`src/rtl/mode_select.sv`:
```
// mode_select: front-panel mode controller.
// Three raw active-low buttons are synchronized and debounced. Each accepted
// press steps the frequency mode (fmode, up/down with wrap) or the
// modulation mode (mmode, next with wrap). mode_update pulses for one cycle
// in the same cycle a mode register takes a new value.
// Optional build macro HOLD_REPEAT_EN: a button held down keeps generating
// extra presses every REPEAT_CYCLES cycles. Without the macro, no repeat
// logic is built and REPEAT_CYCLES has no effect.
module mode_select #(
    parameter int unsigned DEBOUNCE_CYCLES = 500000,
    parameter int unsigned REPEAT_CYCLES   = 25000000
) (
    input  logic       clk,
    input  logic       rst,
    input  logic       key_fup_n,
    input  logic       key_fdn_n,
    input  logic       key_mod_n,
    output logic [2:0] fmode,
    output logic [1:0] mmode,
    output logic       mode_update
);

    // Debounce counter width. DEBOUNCE_CYCLES is at least 2, so this is >= 1.
    localparam int unsigned DCW = $clog2(DEBOUNCE_CYCLES);
    localparam logic [DCW-1:0] DEB_LAST = DCW'(DEBOUNCE_CYCLES - 1);

    // Button order used throughout: 0 = freq up, 1 = freq down, 2 = mod next.
    logic [2:0] key_n;
    logic [2:0] step;

    assign key_n = {key_mod_n, key_fdn_n, key_fup_n};

`ifdef HOLD_REPEAT_EN
    localparam int unsigned RCW = (REPEAT_CYCLES > 1) ? $clog2(REPEAT_CYCLES) : 1;
    localparam logic [RCW-1:0] REP_LAST = RCW'(REPEAT_CYCLES - 1);
`else
    // Repeat period has no role without auto-repeat; reduced here so it
    // reads as deliberately unused.
    logic unused_repeat;
    assign unused_repeat = ^REPEAT_CYCLES;
`endif

    for (genvar i = 0; i < 3; i++) begin : g_key
        logic           s1;
        logic           s2;
        logic           deb;
        logic [DCW-1:0] cnt;
        logic           accept;
        logic           fall;
        logic           rep_hit;
        logic           step_q;

        // The synchronized level has disagreed with the debounced level for
        // DEBOUNCE_CYCLES consecutive edges: take it this edge.
        assign accept = (s2 != deb) && (cnt == DEB_LAST);
        // Only the released-to-pressed transition counts as a press.
        assign fall   = accept && !s2;

        // Two-flop synchronizer; idles at released (1).
        always_ff @(posedge clk) begin
            if (rst) begin
                s1 <= 1'b1;
                s2 <= 1'b1;
            end else begin
                s1 <= key_n[i];
                s2 <= s1;
            end
        end

        // Debounce: count edges of disagreement, restart on any bounce back.
        always_ff @(posedge clk) begin
            if (rst) begin
                deb <= 1'b1;
                cnt <= '0;
            end else if (s2 == deb) begin
                cnt <= '0;
            end else if (cnt == DEB_LAST) begin
                deb <= s2;
                cnt <= '0;
            end else begin
                cnt <= cnt + 1'b1;
            end
        end

`ifdef HOLD_REPEAT_EN
        logic [RCW-1:0] rcnt;

        // Fires once every REPEAT_CYCLES edges while the button stays pressed.
        assign rep_hit = !deb && (rcnt == REP_LAST);

        // Hold-time counter: runs only while pressed, cleared on release.
        always_ff @(posedge clk) begin
            if (rst || deb) begin
                rcnt <= '0;
            end else if (rep_hit) begin
                rcnt <= '0;
            end else begin
                rcnt <= rcnt + 1'b1;
            end
        end
`else
        assign rep_hit = 1'b0;
`endif

        // One-cycle press strobe, consumed by the mode registers next edge.
        always_ff @(posedge clk) begin
            if (rst) begin
                step_q <= 1'b0;
            end else begin
                step_q <= fall || rep_hit;
            end
        end

        assign step[i] = step_q;
    end

    logic       up;
    logic       dn;
    logic       md;
    logic [2:0] fmode_next;
    logic [1:0] mmode_next;
    logic       change;

    assign up = step[0];
    assign dn = step[1];
    assign md = step[2];

    // Next mode values; simultaneous up and down cancel each other.
    always_comb begin
        fmode_next = fmode;
        mmode_next = mmode;
        change     = 1'b0;
        if (up && !dn) begin
            fmode_next = fmode + 3'd1;
            change     = 1'b1;
        end else if (dn && !up) begin
            fmode_next = fmode - 3'd1;
            change     = 1'b1;
        end
        if (md) begin
            mmode_next = mmode + 2'd1;
            change     = 1'b1;
        end
    end

    // Registered mode outputs and the change pulse.
    always_ff @(posedge clk) begin
        if (rst) begin
            fmode       <= 3'd0;
            mmode       <= 2'd0;
            mode_update <= 1'b0;
        end else begin
            fmode       <= fmode_next;
            mmode       <= mmode_next;
            mode_update <= change;
        end
    end

endmodule

```
`config.mk`:
```
export PLATFORM = sky130hd
export DESIGN_NAME = mode_select
export DESIGN_NICKNAME = d
export VERILOG_FILES = /design/src/rtl/mode_select.sv
export SDC_FILE = /design/constraint.sdc
export NUM_CORES = 1
export LEC_CHECK = 0
export BUFFER_PORTS_ARGS = -buffer_cell sky130_fd_sc_hd__buf_2
export CAP_MARGIN = 20
export CORE_MARGIN = 2
export CORE_UTILIZATION = 61
export CTS_CLUSTER_DIAMETER = 200
export CTS_CLUSTER_SIZE = 24
export DETAILED_ROUTE_END_ITERATION = 8
export MAX_ROUTING_LAYER = met4
export PLACE_DENSITY = 0.77
export SLEW_MARGIN = 40
export SYNTH_ARGS = -nofsm -noshare
export SYNTH_HDL_FRONTEND = slang
export SYNTH_SLANG_ARGS = --single-unit
```
`constraint.sdc`:
```
create_clock -name clk -period 2.8 [get_ports clk]
set_clock_uncertainty 0.15 [all_clocks]
set_input_delay 0.28 -clock clk [delete_from_list [all_inputs] [get_ports clk]]
set_output_delay 0.28 -clock clk [all_outputs]
set_load 0.1 [all_outputs]
```
# Yosys cells after proc, flatten, opt, wreduce, memory -nomap -nowiden
# Index checks and enable logic that the tools add are counted.
[classes]
add_sub_neg = 6
eq_ne = 9
muxes = 5
bitwise_logic = 3
reduce_logical = 20
[ops]
columns = ["op", "count"]
rows = [
  ["19-bit by 1-bit adder with 19-bit output, second input constant", 3],
  ["19-bit equality test, second input constant", 3],
  ["3-bit OR reduction", 3],
  ["1-bit logical AND", 8],
  ["3-bit two-way mux", 2],
  ["2-bit AND reduction", 3],
  ["1-bit logical NOT", 5],
  ["3-bit by 1-bit adder with 3-bit output, second input constant", 1],
  ["1-bit equality test", 3],
  ["1-bit two-way mux", 3],
  ["1-bit != test", 3],
  ["1-bit NOT", 3],
  ["3-bit by 1-bit subtractor with 3-bit output, second input constant", 1],
  ["2-bit by 1-bit adder with 2-bit output, second input constant", 1],
  ["2-bit nonzero test", 1],
]
[totals]
regBits = 75
out_inout_bits = 6
elab_cells = 61

# Longest topological paths before layout
[logic_depth]
word_depth = 5
mapped_depth = 7
mapped_depth_nobuf = 7

# Worst setup path before layout
# Ideal clock, no wire load.
[synth_timing]
path_kind = "flip-flop to flip-flop"
start = "reg g_key[0].cnt[6]"
end = "reg g_key[0].cnt[10]"
setup_time_ps = 115
arrival_ps = 1835
t_required_ps = 2535
setup_slack_ps = 700
stages_incl_launch_ff = 6
period_less_slack_ps = 2100
path_cell_list = "dfxtp_1 > or4b_1 > or4_4 > o21ai_4 > buf_6 > nor2_1"
[synth_between]
elab_chain_cells = 2
[synth_rtl]
columns = ["element", "line_no", "text"]
rows = [
  ["start, declared", "47", "logic [DCW-1:0] cnt;"],
  ["start signal, assigned", "81", "cnt <= cnt + 1'b1;"],
  ["parallel branches: the longest is 2 deep, another holds 19-bit by 1-bit adder with 19-bit output", "--", ""],
]
# Parallel ways; which one is timed is not known.
# A chain may end at the register's enable or synchronous reset.

# Worst setup path in the final report
[layout_timing]
start = "reg g_key[0].cnt[6]"
end = "reg g_key[0].cnt[5]"
[layout_between]
elab_chain_cells = 2
[layout_rtl]
columns = ["element", "line_no", "text"]
rows = [
  ["19-bit equality test", "77", "end else if (cnt == DEB_LAST) begin"],
  ["3-bit OR reduction (no source line)", "--", ""],
]
# Every way passes these cells.

==> summary.md <==
| Metric | Value |
|---|---|
| Outcome | `finished, final reports clean` |
| Max-Cap Viols | `0` |
| Starting Density | `0.632` |
| Core Util, Final | `0.688` |
| Yosys reg bits | `75` |
| WP data required | `2860 ps` |
| Post-Syn Instances | `365` |
| CTS sink count | `75` |
| DIE WIDTH | `77.0 µm` |
| Fraction of the yosys area taken by sequential cells | `0.462` |
| Core region area | `5140 µm²` |
| Top cell type's share of synthesized area | `0.462` |
| PwrDens | `512 nW/µm²` |
| Area leader, netlist | `dfxtp_1` |
| Multi-input gate area | `1650 µm²` |
| Leak pwr | `0.00110 µW` |
| Tot GR Track Use | `0.221` |
| Post-synth ARST share | `0` |
| DR WL/cell | `12.7 µm` |
| Final RePlAce weighted congestion | `0.853` |
| Critical path arrival | `2360 ps` |
| # diodes | `0` |
| Antenna-violating nets left | `0` |
| Synth unique cells | `38` |
| Crit path buf inv count | `0` |
| Tmin final | `2300 ps` |
| Largest stage delay on the critical path | `580 ps` |
| Pre-CTS setup slack | `523 ps` |
| Cell with the most instances after synthesis | `dfxtp_1` |
| Rel. slew slack | `0.603` |
| Post-route cell area | `3540 µm²` |
| RSZ-0062 raised after global routing | `no` |
| Top_reg_cell synth | `dfxtp_1` |
| Vias in the first global route | `2,419` |
| Worst Max-Slew Pin Slew | `596 ps` |
| Avg Cell Area, Syn | `8.90 µm²` |
| Met2 Usage GRT | `0.372` |
| CP Capture Type | `flop` |
| DRT Wirelength | `5730 µm` |
| IO Pins | `11` |
| Fmax | `0.436 GHz` |
| GR Overflow Total | `0` |
| # DRC | `0` |
| Worst-Skew Late Latency | `340 ps` |
| DP Cell Count | `434` |
| # rows | `26` |
| First-pass GRT wire length | `10,300 µm` |
| Post-Route Setup TNS | `0 ps` |
| Placed Area | `3340 µm²` |
| Crit path max-delay family | `simple AND/OR/NAND/NOR gates` |
| Most frequent cells after synthesis | `dfxtp_1, nor2_1, xnor2_1` |
| DPL Wire Length | `3850 µm` |
| Register cell area after layout | `1500 µm²` |
| Final period util | `0.820` |
| Syn Nets | `375` |
| # nets final | `388` |
| Pins Over Slew Limit | `0` |
| DR iter-0 viols | `85` |
| CTS Buf Count | `9` |
| Clock-pin transition on the worst setup and hold timing paths | `80 ps` |
| Clk buf depth | `2` |
| IO Port Bufs | `10` |
| Worst path cell trace | `or4b_1 -> or4_4 -> o21ai_4 -> nor2_1` |
| Ys Warns | `0` |
| Root Driver | `clkbuf_8` |
| Area contributors post-synth | `dfxtp_1, xnor2_1, nor2_1, xor2_1, nand3_1` |
| Initial antenna violation count | `0` |
| Top Usage Layer GRT | `met2` |
| Final Setup Violations | `0` |
| Die ar. | `5930 µm²` |
| Final hold vios | `0` |
| Post-synth EDFFs | `0` |
| Worst Path Max Fanout | `19` |
| Layout area overhead | `8.82%` |
| H-tree depth | `3` |
| Fin cells | `453` |
| Die Y-Extent | `77.0 µm` |
| Via count | `2,502` |
| Critical setup path kind | `flop to flop` |
| CTS tree | `built` |
| Worst Setup Start Kind | `flop` |
| Fill count | `466` |
| Drt pass-1 iters | `5` |
| Mapped Area | `3250 µm²` |
| Layout cells sized above 1 | `0.0966` |
| Final WS setup | `505 ps` |
| Setup Buffers After CTS | `0` |
| GR Util met3 | `0.0706` |
| Met1 Usage GRT | `0.252` |
| Slowest-stage cell, CP | `or4_4` |
| DR vias/cell | `5.52` |
| Peak VDD IR | `0.449 mV` |
| Largest net degree at the start of global routing | `22` |
| Hold Path Class | `primary input to flop` |
-- power breakdown --
| group | total [µW] | switching, µW | internal [µW] | leakage (µW) |
|---|---|---|---|---|
| combinational | 25.0 | 14.5 | 10.4 | 0.000407 |
| clock | 712 | 395 | 317 | 0.0000852 |
| sequential | 1070 | 3.57 | 1070 | 0.000606 |
| total | 1810 | 413 | 1400 | 0.00110 |
-- worst paths after layout --
check                                      from               to  slack [ps]  depth (start not counted)
worst max-delay path            g_key[0].cnt[6]  g_key[0].cnt[5]         500                          4
worst min-delay path                        rst         mmode[0]         150                          2
worst max register to register  g_key[0].cnt[6]  g_key[0].cnt[5]         500                          4
worst min register to register      g_key[1].s1      g_key[1].s2         260                          1
-- cells in the final DEF, fill, tap and decap left out, drive strengths merged, types with 11 or more instances in the layout --
cell / instances
a21oi: 14
dfxtp: 75
inv: 14
nand2: 19
nand3: 20
nand4: 14
nor2: 57
o21ai: 11
or3: 11
xnor2: 25
xor2: 21
-- registers in the layout, indices dropped and copies added (netlist names) --
register / count
g_key.cnt: 57
g_key.s1: 3
g_key.s2: 3
mode_update: 1
dn: 1
mmode: 2
g_key.step_q: 2
fmode: 3
g_key.deb: 3
-- metal layers --
metal | vias up | part of all wire | wire, µm
met5 | - | 0 | 0
met4 | 0 | 0.013 | 72
met3 | 10 | 0.037 | 211
met2 | 36 | 0.48 | 2740
met1 | 1166 | 0.47 | 2710
li1 | 1290 | - | -
-- kinds of logic (layout without fill, tap and decap cells) --
group / Yosys count / after routing / synth area share
buf+inv: 24 / 42 / 0.0300
flops: 75 / 75 / 0.462
mux: 1 / 1 / 0.00308
compound gates: 34 / 34 / 0.0643
xor+xnor: 46 / 46 / 0.124
simple gates: 180 / 180 / 0.295
fa+ha+maj: 5 / 5 / 0.0216
-- cell type report --
cell class,instances,share of cell area
clock buffer,9,0.0350
clock inverter,7,0.0124
inverter,13,0.0138
multi-input combinational,266,0.467
sequential,75,0.425
tap,70,0.0248
timing repair buffer,13,0.0226
-- per-stage QoR --
step	hold WS (ps)	total power, µW
floorplan	234	1120
global placement	241	1120
detailed placement	244	1120
CTS	131	1840
global route	160	1880
finish	147	1810
-- repair_timing --
| action | 4_1_cts | 5_1_grt |
|---|---|---|
| hold buffers | 3 | 0 |
| hold endpoints to repair | 3 | 0 |
| gates resized for setup | 0 | 0 |
No activity file was read; power rests on OpenSTA's default activity.
